===== src/rtl/seg7_mux_drv_if.sv =====
// Pin bundle between user logic and the multiplexed 7-segment driver.
// The master side owns the value/control inputs; the slave side (the
// driver) owns the segment, anode and frame outputs. DIGITS must match
// the driver instance it is connected to.
interface seg7_mux_drv_if #(
  parameter int DIGITS = 4
);

  // Control and value inputs to the driver.
  logic                  EN;
  logic                  LZ_SUP;
  logic [3:0]            BRIGHT;
  logic                  LOAD;
  logic [4*DIGITS-1:0]   BIN;
  logic [DIGITS-1:0]     DP_IN;

  // Pin-side outputs (all active low except FRAME).
  logic [6:0]            SEG;
  logic                  DP_OUT;
  logic [DIGITS-1:0]     AN;
  logic                  FRAME;

  modport master (
    output EN, LZ_SUP, BRIGHT, LOAD, BIN, DP_IN,
    input  SEG, DP_OUT, AN, FRAME
  );

  modport slave (
    input  EN, LZ_SUP, BRIGHT, LOAD, BIN, DP_IN,
    output SEG, DP_OUT, AN, FRAME
  );

endinterface


===== src/rtl/seg7_mux_drv.sv =====
// Multiplexed common-anode 7-segment driver for DIGITS digits.
// Each digit owns a slot of 16 brightness phases of PHASE_LEN cycles each.
// Values are double-buffered: LOAD fills a pending buffer, which is moved
// into the display buffer only at the frame wrap, so a frame never tears.
// All pin outputs are registered one cycle behind the counter state.
module seg7_mux_drv #(
  parameter int DIGITS    = 4,
  parameter int PHASE_LEN = 3125
) (
  input logic           CLK,
  input logic           RST_N,
  seg7_mux_drv_if.slave bus
);

  localparam int SUB_W = (PHASE_LEN > 1) ? $clog2(PHASE_LEN) : 1;
  localparam int DIG_W = (DIGITS > 1) ? $clog2(DIGITS) : 1;

  localparam logic [SUB_W-1:0] SUB_LAST = SUB_W'(PHASE_LEN - 1);
  localparam logic [DIG_W-1:0] DIG_LAST = DIG_W'(DIGITS - 1);

  // Scan counters.
  logic [SUB_W-1:0]      sub_cnt;
  logic [3:0]            phase;
  logic [DIG_W-1:0]      dig;

  logic                  sub_wrap;
  logic                  phase_wrap;
  logic                  frame_wrap;

  // Double-buffered digit values.
  logic [4*DIGITS-1:0]   pend_bin;
  logic [DIGITS-1:0]     pend_dp;
  logic                  pend_valid;
  logic [4*DIGITS-1:0]   disp_bin;
  logic [DIGITS-1:0]     disp_dp;

  // Per-cycle selection results feeding the output registers.
  logic [3:0]            cur_nib;
  logic                  cur_dp;
  logic [DIGITS-1:0]     supp;
  logic                  zero_run;
  logic                  ghost;
  logic                  lit;
  logic [DIGITS-1:0]     an_next;
  logic                  frame_start;

  function automatic logic [6:0] hex_glyph(input logic [3:0] nib);
    logic [6:0] g;
    case (nib)
      4'h0:    g = 7'h40;
      4'h1:    g = 7'h79;
      4'h2:    g = 7'h24;
      4'h3:    g = 7'h30;
      4'h4:    g = 7'h19;
      4'h5:    g = 7'h12;
      4'h6:    g = 7'h02;
      4'h7:    g = 7'h78;
      4'h8:    g = 7'h00;
      4'h9:    g = 7'h10;
      4'hA:    g = 7'h08;
      4'hB:    g = 7'h03;
      4'hC:    g = 7'h46;
      4'hD:    g = 7'h21;
      4'hE:    g = 7'h06;
      default: g = 7'h0E;
    endcase
    return g;
  endfunction

  assign sub_wrap    = (sub_cnt == SUB_LAST);
  assign phase_wrap  = sub_wrap && (phase == 4'hF);
  assign frame_wrap  = phase_wrap && (dig == DIG_LAST);
  assign frame_start = (dig == '0) && (phase == 4'h0) && (sub_cnt == '0);

  // Free-running scan: sub-counter -> brightness phase -> digit index.
  always_ff @(posedge CLK) begin
    if (!RST_N) begin
      sub_cnt <= '0;
      phase   <= '0;
      dig     <= '0;
    end else begin
      sub_cnt <= sub_wrap ? '0 : sub_cnt + 1'b1;
      if (sub_wrap) begin
        phase <= phase + 4'h1;
      end
      if (phase_wrap) begin
        dig <= (dig == DIG_LAST) ? '0 : dig + 1'b1;
      end
    end
  end

  // Pending/display buffering; a LOAD landing on the wrap cycle bypasses
  // the pending buffer so it is shown in the frame that is starting.
  always_ff @(posedge CLK) begin
    if (!RST_N) begin
      pend_bin   <= '0;
      pend_dp    <= '0;
      pend_valid <= 1'b0;
      disp_bin   <= '0;
      disp_dp    <= '0;
    end else if (frame_wrap) begin
      if (bus.LOAD) begin
        disp_bin <= bus.BIN;
        disp_dp  <= bus.DP_IN;
      end else if (pend_valid) begin
        disp_bin <= pend_bin;
        disp_dp  <= pend_dp;
      end
      pend_valid <= 1'b0;
    end else if (bus.LOAD) begin
      pend_bin   <= bus.BIN;
      pend_dp    <= bus.DP_IN;
      pend_valid <= 1'b1;
    end
  end

  // Leading-zero map: walk from the most significant digit down, a digit is
  // blank while every nibble from it upward is zero; digit 0 always shows.
  always_comb begin
    supp     = '0;
    zero_run = 1'b1;
    for (int unsigned k = 0; k < DIGITS; k++) begin
      zero_run = zero_run && (disp_bin[(DIGITS-1-k)*4 +: 4] == 4'h0);
      supp[DIGITS-1-k] = bus.LZ_SUP && (k != DIGITS-1) && zero_run;
    end
  end

  // Lit decision and anode pattern for the digit currently being scanned;
  // the last sub-cycle of every slot is dark so anodes never overlap.
  always_comb begin
    cur_nib = disp_bin[int'(dig)*4 +: 4];
    cur_dp  = disp_dp[dig];
    ghost   = (phase == 4'hF) && sub_wrap;
    lit     = bus.EN && (phase <= bus.BRIGHT) && !supp[dig] && !ghost;
    an_next = '1;
    for (int unsigned i = 0; i < DIGITS; i++) begin
      an_next[i] = !(lit && (dig == DIG_W'(i)));
    end
  end

  // Registered pin outputs.
  always_ff @(posedge CLK) begin
    if (!RST_N) begin
      bus.AN     <= '1;
      bus.SEG    <= 7'h7F;
      bus.DP_OUT <= 1'b1;
      bus.FRAME  <= 1'b0;
    end else begin
      bus.AN     <= an_next;
      bus.SEG    <= lit ? hex_glyph(cur_nib) : 7'h7F;
      bus.DP_OUT <= lit ? ~cur_dp : 1'b1;
      bus.FRAME  <= frame_start;
    end
  end

endmodule


===== src/flat_wrapper.sv =====
// flat-port wrapper written by rule: the top's interface ports become plain ports
module seg7_mux_drv_flat 
#(
  parameter int DIGITS    = 4,
  parameter int PHASE_LEN = 3125
)
  (CLK, RST_N, bus_EN, bus_LZ_SUP, bus_BRIGHT, bus_LOAD, bus_BIN, bus_DP_IN, bus_SEG, bus_DP_OUT, bus_AN, bus_FRAME);
  seg7_mux_drv_if #(.DIGITS(DIGITS)) bus_i ();
  input logic CLK;
  input logic RST_N;
  input wire logic [$bits(bus_i.EN)-1:0] bus_EN;
  input wire logic [$bits(bus_i.LZ_SUP)-1:0] bus_LZ_SUP;
  input wire logic [$bits(bus_i.BRIGHT)-1:0] bus_BRIGHT;
  input wire logic [$bits(bus_i.LOAD)-1:0] bus_LOAD;
  input wire logic [$bits(bus_i.BIN)-1:0] bus_BIN;
  input wire logic [$bits(bus_i.DP_IN)-1:0] bus_DP_IN;
  output wire logic [$bits(bus_i.SEG)-1:0] bus_SEG;
  output wire logic [$bits(bus_i.DP_OUT)-1:0] bus_DP_OUT;
  output wire logic [$bits(bus_i.AN)-1:0] bus_AN;
  output wire logic [$bits(bus_i.FRAME)-1:0] bus_FRAME;
  assign bus_i.EN = bus_EN;
  assign bus_i.LZ_SUP = bus_LZ_SUP;
  assign bus_i.BRIGHT = bus_BRIGHT;
  assign bus_i.LOAD = bus_LOAD;
  assign bus_i.BIN = bus_BIN;
  assign bus_i.DP_IN = bus_DP_IN;
  assign bus_SEG = bus_i.SEG;
  assign bus_DP_OUT = bus_i.DP_OUT;
  assign bus_AN = bus_i.AN;
  assign bus_FRAME = bus_i.FRAME;
  seg7_mux_drv #(.DIGITS(DIGITS), .PHASE_LEN(PHASE_LEN)) u_core (.CLK(CLK), .RST_N(RST_N), .bus(bus_i));
endmodule

===== config.mk =====
export PLATFORM = sky130hd
export DESIGN_NAME = seg7_mux_drv_flat
export DESIGN_NICKNAME = d
export VERILOG_FILES = /design/src/rtl/seg7_mux_drv_if.sv /design/src/rtl/seg7_mux_drv.sv /design/src/flat_wrapper.sv
export SDC_FILE = /design/constraint.sdc
export NUM_CORES = 1
export LEC_CHECK = 0
export BUFFER_PORTS_ARGS = -buffer_cell sky130_fd_sc_hd__buf_2
export CAP_MARGIN = 40
export CORE_MARGIN = 2
export CORE_UTILIZATION = 50
export CTS_BUF_LIST = sky130_fd_sc_hd__clkbuf_16
export CTS_CLUSTER_SIZE = 14
export DETAILED_ROUTE_END_ITERATION = 6
export GPL_ROUTABILITY_DRIVEN = 0
export PLACE_DENSITY = 0.76
export SYNTH_ARGS = -nofsm -noshare
export SYNTH_HDL_FRONTEND = slang
export SYNTH_SLANG_ARGS = --single-unit

===== constraint.sdc =====
create_clock -name CLK -period 2.3 [get_ports CLK]
set_input_delay 0.23 -clock CLK [delete_from_list [all_inputs] [get_ports CLK]]
set_output_delay 0.23 -clock CLK [all_outputs]
set_load 0.005 [all_outputs]

==> metrics.cfg <==
[outcome]
status=complete, but fails checks
violations=setup timing

[synth]
synthArstFlopShare=0
synth_top_cell_by_area=dfxtp_1
synth-seq-cells=72
yosysWarnings=0
synth_area_sq_um=3480
ys_types=41
syn_avg_cell_area_sq_um=10.2
synth_nets=389
synth_top_area_frac=0.414
ys.flop_type=dfxtp_1
synth_area_leaders=dfxtp_1 (41%), mux2i_1 (13%), ha_1 (6.5%)
synth_edf_count=0
synth_cells=342
synth-seq-area-share=0.414

[sta]
layout_min_cycle_time_ns=2.37
fin_crit_sh=1.03
max_slew.worst_pin.slew_ns=0.462
rsz0062_at_grt=true
maxSlewViolCount=0
fmax_mhz=423
setup_tns_ns=-1.51
maxSlewHeadroom=0.689
setup_violations=37
hold_viol=0
finClkSkew_ns=0.00437
setup_slack_ns=-0.0652

[clocking]
cts_hold_buf=0
numCtsBuffers=9
h-tree-depth=3
clk_pin_slew_worst_paths_ns=0.05
root_buffer=clkbuf_16
clock_sinks=72
cts_tree=built
clock_latency_ns=0.33
clockBufferDepth=2

[floorplan]
die_h_um=87.4
die_width_um=87.4
ios=42
coreArea_sq_um=6760
initial_core_util=0.515
row_count=30
die-area_sq_um=7640

[worst_setup_path]
worstSetupPathType=flip-flop to flip-flop
r2r_cells=9
cpPeakStageDelay_ns=0.49
critPathLaunchType=flip-flop
timing.rr.end=u_core.disp_bin[9]
critical_path.slowest_cell=or4_4
crit_required_ns=2.52
cp.arrival_ns=2.59
r2r_start=u_core.sub_cnt[0]
worstSetupEndpointType=flip-flop
crit_path_end=u_core.disp_bin[9]
cp-startpoint=u_core.sub_cnt[0]
cp_max_fo=10
r2r_setup_slack_ns=-0.07
worstPathCellList=inv_2 -> ha_2 -> or4b_4 -> or4_4 -> nor4_4 -> buf_6 -> clkbuf_16 -> nand2_1 -> o211a_1

[drt]
drt_iter0_drc=193
wl_per_cell_um=15.2
viasPerCell=5.38
ant_nets=0
drc=0
vias=2586
wl_um=7300
dr.pass1.iters=5

[global_routing]
grt_pass1_vias=2476
grt_use_total=0.193
grt_pass1_wl_um=11400
grt_antenna_before_repair=0
grt_max_degree=51
grt_overflow=0

[place]
numPortBuffers=41
placedInstanceArea_sq_um=3810
hpwl_um=4640

[cells_and_area]
diodes=0
fin_nets=445
final_util=0.622
fillers=552
drive_above_1_share=0.252
synthToLayoutAreaGrowth_pct=20.9
fin_area_sq_um=4210

[pwr]
power_density_nw_per_um2=642
vdd_drop_max_v=0.000398
p_leak_uw=0.00203

[flow_run]
timing.max_cap.violations=0

[worst_hold_path]
hold_class=input pin to flip-flop

==> cells by family (layout without fill, tap and decap cells) <==
| kind of cell | count (synthesis) | after routing | share of synthesized area |
|---|---|---|---|
| simple gates | 114 | 114 | 0.170 |
| flops | 72 | 72 | 0.414 |
| mux | 52 | 52 | 0.172 |
| compound gates | 38 | 38 | 0.0921 |
| buf+inv | 36 | 95 | 0.0568 |
| fa+ha+maj | 18 | 18 | 0.0647 |
| xor+xnor | 12 | 12 | 0.0302 |
==> cell usage in the layout (no fill, tap or decap), drive strengths merged <==
master / netlist / routed
o221ai: 1 / 1
o211ai: 2 / 2
nand4: 2 / 2
nor4b: 1 / 1
xor2: 8 / 8
o311ai: 1 / 1
nand2: 38 / 38
nor2: 20 / 20
and4: 1 / 1
xnor2: 4 / 4
nor2b: 23 / 23
a32oi: 1 / 1
nand2b: 2 / 2
o211a: 20 / 20
clkbuf: 12 / 12
a21boi: 1 / 1
mux2: 1 / 1
and2: 2 / 2
mux2i: 45 / 45
and3: 3 / 3
nor4: 7 / 7
mux4: 6 / 6
o21a: 1 / 1
clkinvlp: 0 / 1
clkinv: 0 / 4
or2: 1 / 1
or4b: 2 / 2
o21ai: 5 / 5
ha: 18 / 18
buf: 9 / 63
a21oi: 4 / 4
nand3: 10 / 10
or3: 1 / 1
o31a: 1 / 1
inv: 15 / 15
o2111ai: 1 / 1
dfxtp: 72 / 72
or4: 1 / 1
==> per-stage QoR <==
stage	total power, uW	instances	hold WS [ns]	setup WS [ns]
2_1_floorplan	1440	342	0.370	-0.107
3_3_place_gp	1510	458	0.476	-0.119
3_5_place_dp	1510	459	0.488	-0.0890
4_1_cts	2710	475	0.170	-0.0635
5_1_grt	2810	481	0.179	-0.137
6_report	2700	481	0.174	-0.0652
==> cells in the mapped netlist, drive strengths merged (3+ instances only) <==
master  instances
ha             18
nor2           20
inv            15
o21ai           5
buf             9
nand3          10
and3            3
mux4            6
a21oi           4
mux2i          45
dfxtp          72
clkbuf         12
xnor2           4
xor2            8
nor4            7
nor2b          23
o211a          20
nand2          38
==> state kept, by name (all words and copies together), names as in the netlist <==
name               flops
u_core.bus.AN          4
u_core.bus.DP_OUT      1
u_core.bus.FRAME       1
u_core.bus.SEG         7
u_core.dig             2
u_core.disp_bin       16
u_core.disp_dp         4
u_core.pend_bin       16
u_core.pend_dp         4
u_core.pend_valid      1
u_core.phase           4
u_core.sub_cnt        12
==> per-layer routing <==
layer | wire length [um] | global-route usage
met1 | 3390 | 0.244
met2 | 3540 | 0.314
met3 | 239 | 0.0445
met4 | 127 | 0.0881
met5 | 0 | 0
==> worst max-delay path: cells and delay by family, from the launching register on <==
kind,cells,cell delay (ns)
buf+inv,3,0.37
flops,1,0.32
fa+ha+maj,1,0.15
compound gates,1,0.12
simple gates,4,1.29
==> worst min-delay path by stage <==
stage	cells after the start	endpoint	slack, ns	from
4_1_cts	3	u_core.pend_bin[15]	0.17	bus_BIN[15]
3_5_place_dp	1	u_core.disp_dp[3]	0.49	u_core.disp_dp[3]
5_1_grt	3	u_core.pend_dp[3]	0.18	bus_DP_IN[3]
3_3_place_gp	1	u_core.disp_dp[0]	0.48	u_core.disp_dp[0]
2_1_floorplan	2	u_core.sub_cnt[2]	0.37	RST_N
6_report	3	u_core.pend_bin[9]	0.17	bus_BIN[9]
==> cell type report <==
type	count	area [sq um]	area share
clock buffer	9	225	0.0536
multi-input combinational	234	1860	0.442
clock inverter	5	26.3	0.00625
timing repair buffer	66	494	0.118
tap	80	100	0.0238
sequential	72	1440	0.343
inverter	15	56.3	0.0134
==> power breakdown <==
group          leakage (uW)  total [uW]  switching [uW]  internal, uW
Combinational       0.00132         206            97.8           108
Sequential         0.000588        1300            16.4          1280
Clock              0.000124        1190             487           706
Total               0.00203        2700             601          2100
==> repair_timing <==
action	CTS	global route
pin swaps	1	2
endpoints found under the setup margin	41	42
resized for setup	3	5
buffers inserted	1	3
cloned	1	3
No activity file was read; power rests on OpenSTA's default activity.
